==> src/rtl/enemy_pkg.sv <==
// Shared constants and state encoding for the enemy motion/life-cycle controller.
package enemy_pkg;

    // Enemy life-cycle states
    typedef enum logic [1:0] {
        ALIVE = 2'd0,
        HIT   = 2'd1,
        DEAD  = 2'd2
    } enemy_state_e;

    // Positions and speeds are fixed point with 6 fractional bits
    localparam int FIXED_POINT_MULTIPLIER = 64;
    localparam int FIXED_POINT_SHIFT      = 6;

    // Playfield geometry
    localparam int SCREEN_WIDTH     = 640;
    localparam int SCREEN_HEIGHT    = 480;
    localparam int BRACKET_OFFSET_X = 5;

endpackage

==> src/rtl/enemy_bounce_axis.sv <==
// One motion axis: fixed-point position/velocity pair that steps once per
// enabled frame and reflects off the [MIN_PIX, MAX_PIX] limits.
module enemy_bounce_axis
    import enemy_pkg::*;
#(
    parameter int MIN_PIX    = 0,
    parameter int MAX_PIX    = 100,
    parameter int INIT_PIX   = 0,
    parameter int INIT_SPEED = 0
) (
    input  logic        clk,
    input  logic        resetN,
    input  logic        step_en,
    input  logic        load_init,
    output logic [10:0] pix
);

    localparam int MIN_FP  = MIN_PIX * FIXED_POINT_MULTIPLIER;
    localparam int MAX_FP  = MAX_PIX * FIXED_POINT_MULTIPLIER;
    localparam int INIT_FP = INIT_PIX * FIXED_POINT_MULTIPLIER;

    logic signed [31:0] pos_reg;
    logic signed [31:0] speed_reg;
    logic signed [31:0] pos_sum;

    // Candidate position for this frame before limit checks
    always_comb begin
        pos_sum = pos_reg + speed_reg;
    end

    // Step, bounce (clamp to limit and reverse) or reload the spawn values
    always_ff @(posedge clk or negedge resetN) begin
        if (!resetN) begin
            pos_reg   <= INIT_FP;
            speed_reg <= INIT_SPEED;
        end else if (load_init) begin
            pos_reg   <= INIT_FP;
            speed_reg <= INIT_SPEED;
        end else if (step_en) begin
            if (pos_sum < MIN_FP) begin
                pos_reg   <= MIN_FP;
                speed_reg <= -speed_reg;
            end else if (pos_sum > MAX_FP) begin
                pos_reg   <= MAX_FP;
                speed_reg <= -speed_reg;
            end else begin
                pos_reg <= pos_sum;
            end
        end
    end

    // Integer pixel = position >>> 6, keeping the low 11 bits
    assign pix = pos_reg[FIXED_POINT_SHIFT +: 11];

endmodule

==> src/rtl/enemy_move_ctrl.sv <==
// Per-enemy motion and life-cycle controller. Once per frame: moves and
// bounces the enemy while ALIVE, consumes hits, flashes while HIT and hides
// for a respawn period while DEAD.
// Optional feature macro ENEMY_VERTICAL_MOVE_EN: when defined the Y axis
// moves and bounces; otherwise topLeftY is held at INITIAL_Y.
module enemy_move_ctrl
    import enemy_pkg::*;
#(
    parameter int INITIAL_X       = 280,
    parameter int INITIAL_Y       = 185,
    parameter int INITIAL_X_SPEED = 64,
    parameter int INITIAL_Y_SPEED = 32,
    parameter int OBJECT_WIDTH_X  = 20,
    parameter int OBJECT_HEIGHT_Y = 20,
    parameter int HEADS_UP_HEIGHT = 80,
    parameter int HIT_POINTS      = 3,
    parameter int FLASH_FRAMES    = 16,
    parameter int RESPAWN_FRAMES  = 60
) (
    input  logic        clk,
    input  logic        resetN,
    input  logic        startOfFrame,
    input  logic        collision,
    output logic [10:0] topLeftX,
    output logic [10:0] topLeftY,
    output logic        enemyVisible,
    output logic        enemyActive,
    output logic [2:0]  hitsLeft
);

    localparam logic [1:0] ST_ALIVE = ALIVE;
    localparam logic [1:0] ST_HIT   = HIT;
    localparam logic [1:0] ST_DEAD  = DEAD;

    localparam int X_MIN_PIX = BRACKET_OFFSET_X;
    localparam int X_MAX_PIX = SCREEN_WIDTH - OBJECT_WIDTH_X - BRACKET_OFFSET_X;
    localparam int Y_MIN_PIX = HEADS_UP_HEIGHT;
    localparam int Y_MAX_PIX = SCREEN_HEIGHT - OBJECT_HEIGHT_Y;

    logic [1:0] state_reg, state_next;
    logic [7:0] cnt_reg, cnt_next;
    logic [2:0] hits_reg, hits_next;
    logic       pending_reg, pending_next;
    logic       visible_reg, visible_next;
    logic       active_reg, active_next;
    logic       hit_now;
    logic       step_en;
    logic       load_init;

    // Frame-boundary state machine; nothing changes between startOfFrame pulses
    always_comb begin
        state_next = state_reg;
        cnt_next   = cnt_reg;
        hits_next  = hits_reg;
        step_en    = 1'b0;
        load_init  = 1'b0;
        // A collision on the startOfFrame cycle belongs to the frame being closed
        hit_now    = pending_reg | collision;
        if (startOfFrame) begin
            case (state_reg)
                ST_ALIVE: begin
                    if (hit_now) begin
                        hits_next = hits_reg - 3'd1;
                        if (hits_reg == 3'd1) begin
                            state_next = ST_DEAD;
                            cnt_next   = 8'(RESPAWN_FRAMES);
                        end else begin
                            state_next = ST_HIT;
                            cnt_next   = 8'(FLASH_FRAMES);
                        end
                    end else begin
                        step_en = 1'b1;
                    end
                end
                ST_HIT: begin
                    cnt_next = cnt_reg - 8'd1;
                    if (cnt_reg == 8'd1) begin
                        state_next = ST_ALIVE;
                    end
                end
                ST_DEAD: begin
                    cnt_next = cnt_reg - 8'd1;
                    if (cnt_reg == 8'd1) begin
                        state_next = ST_ALIVE;
                        load_init  = 1'b1;
                        hits_next  = 3'(HIT_POINTS);
                    end
                end
                default: begin
                    state_next = ST_ALIVE;
                end
            endcase
        end
    end

    // Hit latch: remembers any collision seen while ALIVE until the next frame boundary
    always_comb begin
        pending_next = pending_reg;
        if (startOfFrame || (state_reg != ST_ALIVE)) begin
            pending_next = 1'b0;
        end else if (collision) begin
            pending_next = 1'b1;
        end
    end

    // Flags decoded from the next state so they are registered alongside it
    always_comb begin
        active_next = (state_next == ST_ALIVE);
        case (state_next)
            ST_ALIVE: visible_next = 1'b1;
            ST_HIT:   visible_next = cnt_next[2];
            default:  visible_next = 1'b0;
        endcase
    end

    // Life-cycle registers
    always_ff @(posedge clk or negedge resetN) begin
        if (!resetN) begin
            state_reg   <= ST_ALIVE;
            cnt_reg     <= '0;
            hits_reg    <= 3'(HIT_POINTS);
            pending_reg <= 1'b0;
            visible_reg <= 1'b1;
            active_reg  <= 1'b1;
        end else begin
            state_reg   <= state_next;
            cnt_reg     <= cnt_next;
            hits_reg    <= hits_next;
            pending_reg <= pending_next;
            visible_reg <= visible_next;
            active_reg  <= active_next;
        end
    end

    enemy_bounce_axis #(
        .MIN_PIX    (X_MIN_PIX),
        .MAX_PIX    (X_MAX_PIX),
        .INIT_PIX   (INITIAL_X),
        .INIT_SPEED (INITIAL_X_SPEED)
    ) u_axis_x (
        .clk       (clk),
        .resetN    (resetN),
        .step_en   (step_en),
        .load_init (load_init),
        .pix       (topLeftX)
    );

`ifdef ENEMY_VERTICAL_MOVE_EN
    enemy_bounce_axis #(
        .MIN_PIX    (Y_MIN_PIX),
        .MAX_PIX    (Y_MAX_PIX),
        .INIT_PIX   (INITIAL_Y),
        .INIT_SPEED (INITIAL_Y_SPEED)
    ) u_axis_y (
        .clk       (clk),
        .resetN    (resetN),
        .step_en   (step_en),
        .load_init (load_init),
        .pix       (topLeftY)
    );
`else
    // Without vertical motion the Y speed and limits have no effect; they are
    // folded to zero so the constant spawn row is the only thing that remains.
    localparam int Y_DISCARDED = (INITIAL_Y_SPEED + Y_MIN_PIX + Y_MAX_PIX) * 0;
    assign topLeftY = 11'(INITIAL_Y + Y_DISCARDED);
`endif

    assign hitsLeft     = hits_reg;
    assign enemyVisible = visible_reg;
    assign enemyActive  = active_reg;

endmodule

==> config.mk <==
export PLATFORM = sky130hd
export DESIGN_NAME = enemy_move_ctrl
export DESIGN_NICKNAME = d
export VERILOG_FILES = /design/src/rtl/enemy_pkg.sv /design/src/rtl/enemy_bounce_axis.sv /design/src/rtl/enemy_move_ctrl.sv
export SDC_FILE = /design/constraint.sdc
export NUM_CORES = 1
export LEC_CHECK = 0
export ABC_AREA = 1
export CELL_PAD_IN_SITES_DETAIL_PLACEMENT = 0
export CELL_PAD_IN_SITES_GLOBAL_PLACEMENT = 1
export CORE_ASPECT_RATIO = 0.7
export CORE_MARGIN = 5
export CORE_UTILIZATION = 44
export CTS_CLUSTER_DIAMETER = 40
export DETAILED_ROUTE_END_ITERATION = 10
export MAX_ROUTING_LAYER = met4
export PLACE_DENSITY_LB_ADDON = 0.15
export SLEW_MARGIN = 0
export SYNTH_ARGS = -nofsm -noshare
export SYNTH_HDL_FRONTEND = slang
export SYNTH_SLANG_ARGS = --single-unit
==> constraint.sdc <==
create_clock -name clk -period 3 [get_ports clk]
set_clock_uncertainty 0.2 [all_clocks]
set_input_delay 0.6 -clock clk [delete_from_list [all_inputs] [get_ports clk]]
set_output_delay 0.6 -clock clk [all_outputs]
set_load 0.1 [all_outputs]
**After elaboration in Yosys (flattened, before gate mapping)**

Index checks and enable logic that the tools add are counted.

- Output and inout bits: 27
- Bits in registers: 80
- Input port bits: 4

- Add/sub/neg operators: 4
- Equal/unequal tests: 7
- Reduce and logical (&&, ||, !) cells: 13
- Bitwise gates (word level): 1
- Mux-type cells: 29
- Magnitude comparators: 2

Operators by type and width:

| kind | number |
|---|---|
| 32-bit 2-to-1 mux | 8 |
| 32-bit adder | 1 |
| 32-bit by 17-bit greater-than comparator with 1-bit output (second input constant) | 1 |
| 32-bit by 10-bit < comparator with 1-bit output (second input constant) | 1 |
| 32-bit negation | 1 |
| 8-bit case mux with 2 select lines | 1 |
| 2-bit nonzero test | 5 |
| 3-bit 2-to-1 mux | 3 |
| 8-bit by 1-bit equality test with 1-bit output (second input constant) | 1 |
| 1-bit 2-to-1 mux | 8 |
| 2-bit 2-to-1 mux | 4 |
| 8-bit 2-to-1 mux | 1 |
| 8-bit by 1-bit subtractor with 8-bit output (second input constant) | 1 |
| 6-bit 2-to-1 mux | 1 |
| 3-bit case mux with 2 select lines | 1 |
| 2-bit by 1-bit equality test with 1-bit output (second input constant) | 2 |
| 2-bit zero test | 2 |
| 2-bit != test (second input constant) | 2 |
| 2-bit case mux with 2 select lines | 1 |
| 4-bit AND reduction | 1 |
| 3-bit by 1-bit equality test with 1-bit output (second input constant) | 1 |
| 3-bit AND reduction | 1 |
| 3-bit nonzero test | 1 |
| 3-bit by 1-bit subtractor with 3-bit output (second input constant) | 1 |
| 6 further kinds | 6 |

**Depth between registers and ports, before layout**

Gate-level depths: netlist of the first run.

- Word-level depth: 7
- Gate-level depth with buffers: 21

**Cells and area by module**

A second synthesis of the first run with hierarchy kept.

- Cell total of the unflattened synthesis: 1,156
- Area, all modules: 7,144.4 um^2

By module, submodules not included:

| module | cells an instance | times used | sequential area each (um^2) | area an instance (um^2) |
|---|---|---|---|---|
| enemy_bounce_axis | 1,013 | 1 | 1,581.5 | 5,995.8 |
| enemy_move_ctrl | 143 | 1 | 405.4 | 1,148.6 |

**Least setup slack after synthesis of the first run**

OpenSTA, ideal clock, no wires.

- Kind: register to register
- From: reg u_axis_x.speed_reg[6]
- To: reg u_axis_x.speed_reg[14]
- Stages on the path, launching flop included: 19
- Arrival time: 2.410 ns
- Setup time: 0.117 ns
- Period minus slack after synthesis: 2.728 ns
- Slack: 0.272 ns
- Cell sequence: dfstp_2 -> ha_1 -> nand2_1 -> inv_1 -> nand2_1 -> nand3_1 -> nand2_1 -> nand2_1 -> nand2_2 -> nand3_1 -> nand2_4 -> nand2_1 -> nor2_2 -> nand3_2 -> nor2_4 -> nand3_2 -> buf_2 -> nand4_1 -> nand2_1

- Cells in the longest elaborated chain, start to end: 5

RTL lines:

| item | line | text |
|---|---|---|
| from (decl) | enemy_bounce_axis.sv:23 | `logic signed [31:0] speed_reg;` |
| from (signal assigned) | enemy_bounce_axis.sv:42 | `speed_reg <= -speed_reg;` |
| from (signal assigned) | enemy_bounce_axis.sv:45 | `speed_reg <= -speed_reg;` |
| 32-bit adder or 32-bit negation (tied branches) | enemy_bounce_axis.sv:28, enemy_bounce_axis.sv:42, enemy_bounce_axis.sv:45 |  |
| 32-bit by 10-bit < comparator with 1-bit output or 32-bit 2-to-1 mux (tied branches) | enemy_bounce_axis.sv:40, enemy_bounce_axis.sv:43 |  |
| 32-bit 2-to-1 mux | enemy_bounce_axis.sv:40 | `if (pos_sum < MIN_FP) begin` |
| 32-bit 2-to-1 mux | enemy_bounce_axis.sv:39 | `end else if (step_en) begin` |
| 32-bit 2-to-1 mux | enemy_bounce_axis.sv:36 | `end else if (load_init) begin` |

Parallel ways exist; a longest one is shown, timed or not. The select of a mux whose other input is x is not followed.
A chain may end at the register's enable or synchronous reset.

**Worst setup path in the final report of the first run**

- From: reg u_axis_x.pos_reg[12]
- To: reg u_axis_x.speed_reg[6]

- Cells in the longest elaborated chain, start to end: 5

RTL lines:

| item | line | text |
|---|---|---|
| from (decl) | enemy_bounce_axis.sv:22 | `logic signed [31:0] pos_reg;` |
| from (signal assigned) | enemy_bounce_axis.sv:47 | `pos_reg <= pos_sum;` |
| 32-bit adder (*) | enemy_bounce_axis.sv:28 | `pos_sum = pos_reg + speed_reg;` |
| 32-bit by 10-bit < comparator with 1-bit output | enemy_bounce_axis.sv:40 |  |
| 32-bit 2-to-1 mux | enemy_bounce_axis.sv:40 |  |
| 32-bit 2-to-1 mux | enemy_bounce_axis.sv:39 |  |
| 32-bit 2-to-1 mux | enemy_bounce_axis.sv:36 |  |

Mark *: on every way between the ends. The rest lies on a longest branch, timed or not. The select of a mux whose other input is x is not followed.

==> results of run 1 <==
[critical path, cell delays in order (launching register included)]
cell and delay (ns):
dfrtp_1 0.43, ha_4 0.29, buf_6 0.12, nand2_4 0.07, inv_4 0.09, nand2_4 0.07
nor2_2 0.14, nand2_1 0.10, nand3_4 0.10, xor2_2 0.24, nor2_2 0.08, buf_4 0.14
nand2_1 0.07, nand2_1 0.06, nor2_2 0.14, nor2_4 0.08, nand4_4 0.11, buf_8 0.17
nand3_1 0.12, nand2_4 0.13
[power by group through the flow]
| stage | Combinational (mW) | Clock (mW) | Sequential [mW] |
|---|---|---|---|
| detailed placement | 5.21 | 0 | 1.69 |
| floorplan | 3.08 | 0 | 1.93 |
| finish | 6.45 | 1.15 | 1.78 |
| global route | 6.99 | 1.22 | 1.82 |
| CTS | 5.90 | 1.17 | 1.76 |
| global placement | 5.22 | 0 | 1.68 |
[routing by layer]
| layer | track usage, % | vias to the layer above | share of wire (%) |
|---|---|---|---|
| li1 | - | 3688 | - |
| met1 | 40.1 | 3461 | 51 |
| met2 | 35.7 | 169 | 41 |
| met3 | 5.02 | 14 | 7.3 |
| met4 | 4.18 | 0 | 0.56 |
| met5 | - | - | 0 |
[how the worst min path moves through the flow]
stage / slack (ns) / endpoint / cells after the start / start
5_1_grt: 0.05 / cnt_reg[3] / 1 / resetN
3_5_place_dp: 0.28 / u_axis_x.pos_reg[1] / 2 / u_axis_x.pos_reg[1]
3_3_place_gp: 0.28 / u_axis_x.pos_reg[1] / 2 / u_axis_x.pos_reg[1]
4_1_cts: 0.03 / cnt_reg[3] / 1 / resetN
6_report: 0.01 / cnt_reg[3] / 1 / resetN
2_1_floorplan: 0.10 / cnt_reg[0] / 0 / resetN
[cell type report]
| cell class | instances | area share [%] |
|---|---|---|
| Clock inverter | 6 | 0.773 |
| Timing Repair Buffer | 159 | 13.8 |
| Multi-Input combinational cell | 813 | 52.5 |
| Clock buffer | 10 | 2.36 |
| Sequential cell | 79 | 20.6 |
| Tap cell | 200 | 2.58 |
| Inverter | 189 | 7.36 |
[cell usage after synthesis (3+ instances only)]
cell      count  share of area [%]
nand2_2       6               0.54
nor3_1       12               0.86
nand3_1      66                4.7
buf_6         3               0.48
inv_1       181                9.7
nor4_1        3               0.27
nand2_1     392                 21
ha_1         39                7.0
clkbuf_1      9               0.48
buf_2         3               0.21
xnor2_1      12                1.5
inv_2         5               0.27
o21ai_0      15                1.1
a21oi_1      24                1.7
clkinv_1      3               0.16
o22ai_1       6               0.54
buf_4        22                2.4
nand3_2       4               0.57
nand4_1      35                3.1
dfstp_2       8                3.0
dfrtp_1      71                 25
nor2_1      115                6.2
nor2_2       10               0.90
nand3b_1      7               0.75
xor2_1       33                4.1
[cell families (layout without fill, tap and decap cells)]
group,Yosys count,after routing
simple gates,658,659
flops,79,79
fa+ha+maj,39,39
other cells,2,11
compound gates,59,59
buf+inv,226,364
xor+xnor,45,45
[placed cells by master (no fill, tap or decap), types with 4 or more instances in the layout]
master     instances
nor2_4            17
dfrtp_2           13
xnor2_1           11
buf_6              7
nand2_4           23
dfrtp_1           58
nand3_1           57
conb_1            11
xor2_1            30
o21ai_0           12
nand3_4            4
inv_1            164
buf_4            141
ha_1              12
buf_12             5
clkbuf_16         10
nor2_2            20
a21oi_2           13
nor2_1            90
o22ai_1            6
nand3_2            9
a21oi_1           12
nand3b_1           7
ha_4              26
nand4_1           35
inv_2             20
nand2_2           69
nand2_1          305
nor3_1            10
dfstp_2            8
[through the flow]
stage	std cells	total power, mW
floorplan	1117	5.00
global placement	1424	6.90
detailed placement	1424	6.90
CTS	1448	8.84
global route	1456	10.0
finish	1456	9.38
[timing repair]
| action | 4_1_cts | 5_1_grt |
|---|---|---|
| setup endpoints to repair | 45 | 46 |
| gates cloned | 2 | 1 |
| endpoints found under the hold margin | 0 | 0 |
| pin swaps | 46 | 59 |
| resized for setup | 141 | 130 |
| setup buffers | 7 | 7 |
==> results.yml, run 1 <==
sta:
  setup_tns_ns: -0.116
  period_minus_slack_ns: 3.02
  worstMarginPinSlew_ns: 0.642
  setup_viol: 11
  rsz0062_at_grt: "yes"
  setup_slack_ns: -0.0236
  min_period_over_period_pct: 101
  fin_hold_ws_ns: 0.0129
  hold_viol_final: 0
  relSlewSlack_pct: 56.8
  fmax_mhz: 331
  final_max_slew_viol_count: 0
drt:
  first_pass_iters: 5
  wire_per_inst_um: 15.9
  num_vias: 7332
  vias_per_cell: 5.04
  drt_wl_total_um: 23200
  drc: 0
  antenna_left: 0
  drt_iter0_markers: 497
yosys:
  synth_top_family_by_area: "simple AND/OR/NAND/NOR gates"
  syn_area_per_cell_sq_um: 6.30
  yosys_most_used_dff: "dfrtp_1"
  synth_compound_area_share_pct: 4.98
  synthSimpleGateAreaFrac_pct: 40.1
  async_flop_share_pct: 100
  netlist_instances: 1108
  synth_cell_types: 45
  synth-seq-cells: 79
  synth-edff-count: 0
  synth.area.mux_share_pct: 0
  synth_warnings: 0
  yosysSeqAreaShare_pct: 28.5
  synth_fa_ha_area_share_pct: 6.99
  synthXorXnorAreaFrac_pct: 5.65
  synth_area_sq_mm: 0.00698
run:
  max_cap_viol_count: 0
clock_network:
  root_buffer: "clkbuf_16"
  insertion_delay_ns: 0.35
  cts_buffers: 9
  htree_levels: 3
  hold_buffers: 0
  clk_pin_slew_ns: 0.07
  cts_buffer_depth: 2
  cts.sinks: 79
  cts_tree: "yes"
die:
  die-area_sq_mm: 0.0185
  rows: 38
  io_pins: 31
  coreArea_sq_mm: 0.0155
  start_util_pct: 44.9
  die_w_um: 161
  die_h_um: 115
power_and_ir_drop:
  comb_power_share_pct: 68.7
  seqPwrFrac_pct: 19.0
  swShare_pct: 50.4
  p_clk_share_pct: 12.3
  p_int_mw: 4.65
  power_switching_mw: 4.73
  max-vdd-ir-drop_uv: 533
  p_leak_nw: 5.19
  p_per_area_mw_per_mm2: 966
critical_path:
  rr_startpoint: "u_axis_x.pos_reg[12]"
  cp.arrival_ns: 3.10
  crit_end: "u_axis_x.speed_reg[6]"
  path_class: "register to register"
  crit_path_start: "u_axis_x.pos_reg[12]"
  end_kind: "register"
  regToRegSetupSlack_ns: -0.02
  reg2regPathDepth: 19
  r2r-end: "u_axis_x.speed_reg[6]"
  required_ns: 3.08
  start_kind: "register"
  crit_fanout: 13
place:
  gp_routability_congestion: 0.904
  dp_hpwl_um: 17600
  dp_slack_ns: -0.380
  placed_cell_area_sq_mm: 0.00814
  port_buffers: 19
global_routing:
  grt_pass1_wl_um: 36800
  grt_start_max_net_pins: 46
  grt_overflow_total: 0
  grt_pass1_vias: 6887
  antenna_found_initial: 0
  grt_usage_pct: 26.1
finish:
  drive_gt1_share_pct: 32.9
  multi_input_area_sq_mm: 0.00510
  nNetsFinal: 1294
  largest_register_ffs: 32
  finalInstanceArea_sq_mm: 0.00971
  final-seq-area_sq_mm: 0.00200
  final_util_pct: 62.5
  fillCellCount: 1449
  diodes: 0
  syn2layout_area_growth_pct: 39.1
run_status:
  outcome: "finished, violations left"
  violations: "setup timing"
worst_hold_path:
  hold_path_class: "input port to async pin"
Note: power is estimated with default switching activity, not from simulation.
==> inputs of run 2 (changes only) <==
--- a/constraint.sdc
+++ b/constraint.sdc
@@ -4,2 +4,2 @@
 set_output_delay 0.6 -clock clk [all_outputs]
-set_load 0.1 [all_outputs]
+set_load 0.05 [all_outputs]
==> run 2 against run 1 <==
Effect of this change: first-iteration DRC count decreased by 1.6%; largest cell class unchanged; non-clock buffer count up 5; sequential power barely moved; power shrank 2.7%; critical path type unchanged; utilization increased by 0.53 points; largest power group unchanged; the run still ends with setup timing left; via count down 0.56%; sequential share of layout area down 0.16 points; critical path depth down 1; combinational power shrank 5.4%; register-to-register slack worse by 0.07 ns; clock-buffer cell count unchanged; clock power grew 9.6%.
==> results.yml, run 2 (synthesized netlist as in run 1, its figures left out) <==
finish:
  drive_gt1_share_pct: 31.4
  finalInstanceArea_sq_mm: 0.00980
  final_common_cell: "nand2_1"
  syn2layout_area_growth_pct: 40.3
  fillCellCount: 1441
  largest_register_ffs: 32
  diodes: 0
  final-instance-count-excl-fill: 1461
  nNetsFinal: 1299
  final_cell_mix: "nand2_1 (302), inv_1 (173), buf_4 (127)"
sta:
  setup_slack_ns: -0.0981
  period_minus_slack_ns: 3.10
  setup_viol: 30
  final_max_slew_viol_count: 0
  relSlewSlack_pct: 59.6
  fin_hold_ws_ns: 0.0216
  setup_tns_ns: -1.59
  min_period_over_period_pct: 103
  worstMarginPinSlew_ns: 0.599
  hold_viol_final: 0
  rsz0062_at_grt: "yes"
  fmax_mhz: 323
place:
  dp_hpwl_um: 17200
  dp_slack_ns: -0.340
  gp_routability_congestion: 0.921
  placed_cell_area_sq_mm: 0.00820
  dp_cells: 1426
  port_buffers: 19
clock_network:
  cts.sinks: 79
  cts_buffers: 9
  cts_tree: "yes"
  htree_levels: 3
  cts_buffer_depth: 2
  hold_buffers: 0
  insertion_delay_ns: 0.35
  clk_pin_slew_ns: 0.07
  root_buffer: "clkbuf_16"
power_and_ir_drop:
  max-vdd-ir-drop_uv: 482
  p_per_area_mw_per_mm2: 932
  p_leak_nw: 5.24
critical_path:
  required_ns: 3.03
  end_kind: "register"
  start_kind: "register"
  crit_fanout: 10
  path_class: "register to register"
  cp.arrival_ns: 3.13
global_routing:
  use_met2_pct: 34.1
  grt_pass1_vias: 6772
  grt_pass1_wl_um: 35700
  antenna_found_initial: 0
  busiest_layer: "met1"
  grt_overflow_total: 0
  grt_usage_pct: 25.3
  grt_start_max_net_pins: 42
  use_met1_pct: 38.8
  use_met3_pct: 5.12
die:
  die_h_um: 115
  rows: 38
  die-area_sq_mm: 0.0185
  die_w_um: 161
  coreArea_sq_mm: 0.0155
  start_util_pct: 44.9
  io_pins: 31
run:
  max_cap_viol_count: 0
run_status:
  outcome: "finished, violations left"
  violations: "setup timing"
drt:
  vias_per_cell: 4.99
  antenna_left: 0
  num_vias: 7291
  drc: 0
  first_pass_iters: 5
  drt_wl_total_um: 22800
  drt_iter0_markers: 489
  wire_per_inst_um: 15.6
worst_hold_path:
  hold_path_class: "input port to async pin"
==> run 2: cell count changes in the layout (fill, tap and decap cells not counted), moves of 6 or more <==
cell	before	now
clkdlybuf4s50_1	2	18
buf_4	141	127
inv_1	164	173
inv_2	20	12
nand2_2	69	76
nor2_1	90	97
nor2_2	20	14
==> run 2: area by class of cell <==
cell class	instances	area [sq um]	share of cell area, %
flip-flops and latches	79	2000	20.5
clock inverters	6	97.6	0.996
repair buffers	164	1410	14.4
well taps	200	250	2.55
inverters	189	712	7.27
multi-input cells	813	5080	51.8
clock buffers	10	239	2.44
==> run 2: worst paths after layout <==
| path | startpoint | end | slack (ns) | cells after the start |
|---|---|---|---|---|
| worst max-delay path | u_axis_x.speed_reg[8] | u_axis_x.speed_reg[14] | -0.1 | 18 |
| worst min-delay path | resetN | cnt_reg[1] | 0.02 | 1 |
| worst max register to register | u_axis_x.speed_reg[8] | u_axis_x.speed_reg[14] | -0.1 | 18 |
| worst min register to register | u_axis_x.pos_reg[1] | u_axis_x.pos_reg[1] | 0.30 | 2 |
| max in group asynchronous | resetN | u_axis_x.pos_reg[10] | 1.89 | 2 |
| min in group clk | u_axis_x.pos_reg[1] | u_axis_x.pos_reg[1] | 0.30 | 2 |
==> run 2: worst max-delay path, cell delays in order, from the launching register on <==
cell and delay [ns]:
dfrtp_2 0.48, ha_4 0.29, nand2_1 0.07, nand2_1 0.08, nand2_2 0.08, nand2_2 0.08
nand3b_1 0.25, nand2_2 0.11, nand3b_1 0.09, nand2_2 0.11, nand3_2 0.10, nor2_4 0.18
nand3_4 0.12, nor2_4 0.15, buf_6 0.12, nand3_4 0.12, clkbuf_16 0.21, nand4_1 0.07
nand2_1 0.06
==> run 2: repair_timing <==
action / in CTS / in global routing
cloned: 1 / 2
setup endpoints to repair: 45 / 46
pin swaps: 23 / 85
resized for setup: 106 / 155
setup buffers: 7 / 12
==> run 2: power by group <==
part / internal (mW) / switching, mW
clock: 0.766 / 0.494
combinational: 2.62 / 3.48
sequential: 1.41 / 0.360
total: 4.80 / 4.33
==> run 2: stage by stage <==
step | power (mW) | utilization [%]
4_1_cts | 8.41 | 59.1
2_1_floorplan | 4.63 | -
6_report | 9.13 | 63.0
3_3_place_gp | 6.53 | 52.7
5_1_grt | 9.78 | 63.0
3_5_place_dp | 6.53 | 52.7
==> run 2: routing by layer <==
layer,up-vias,wire [um],part of all wire (%)
met5,-,0,0
met4,0,444,2.0
met3,41,1380,6.1
met2,177,8980,39
met1,3365,11900,53
li1,3708,-,-
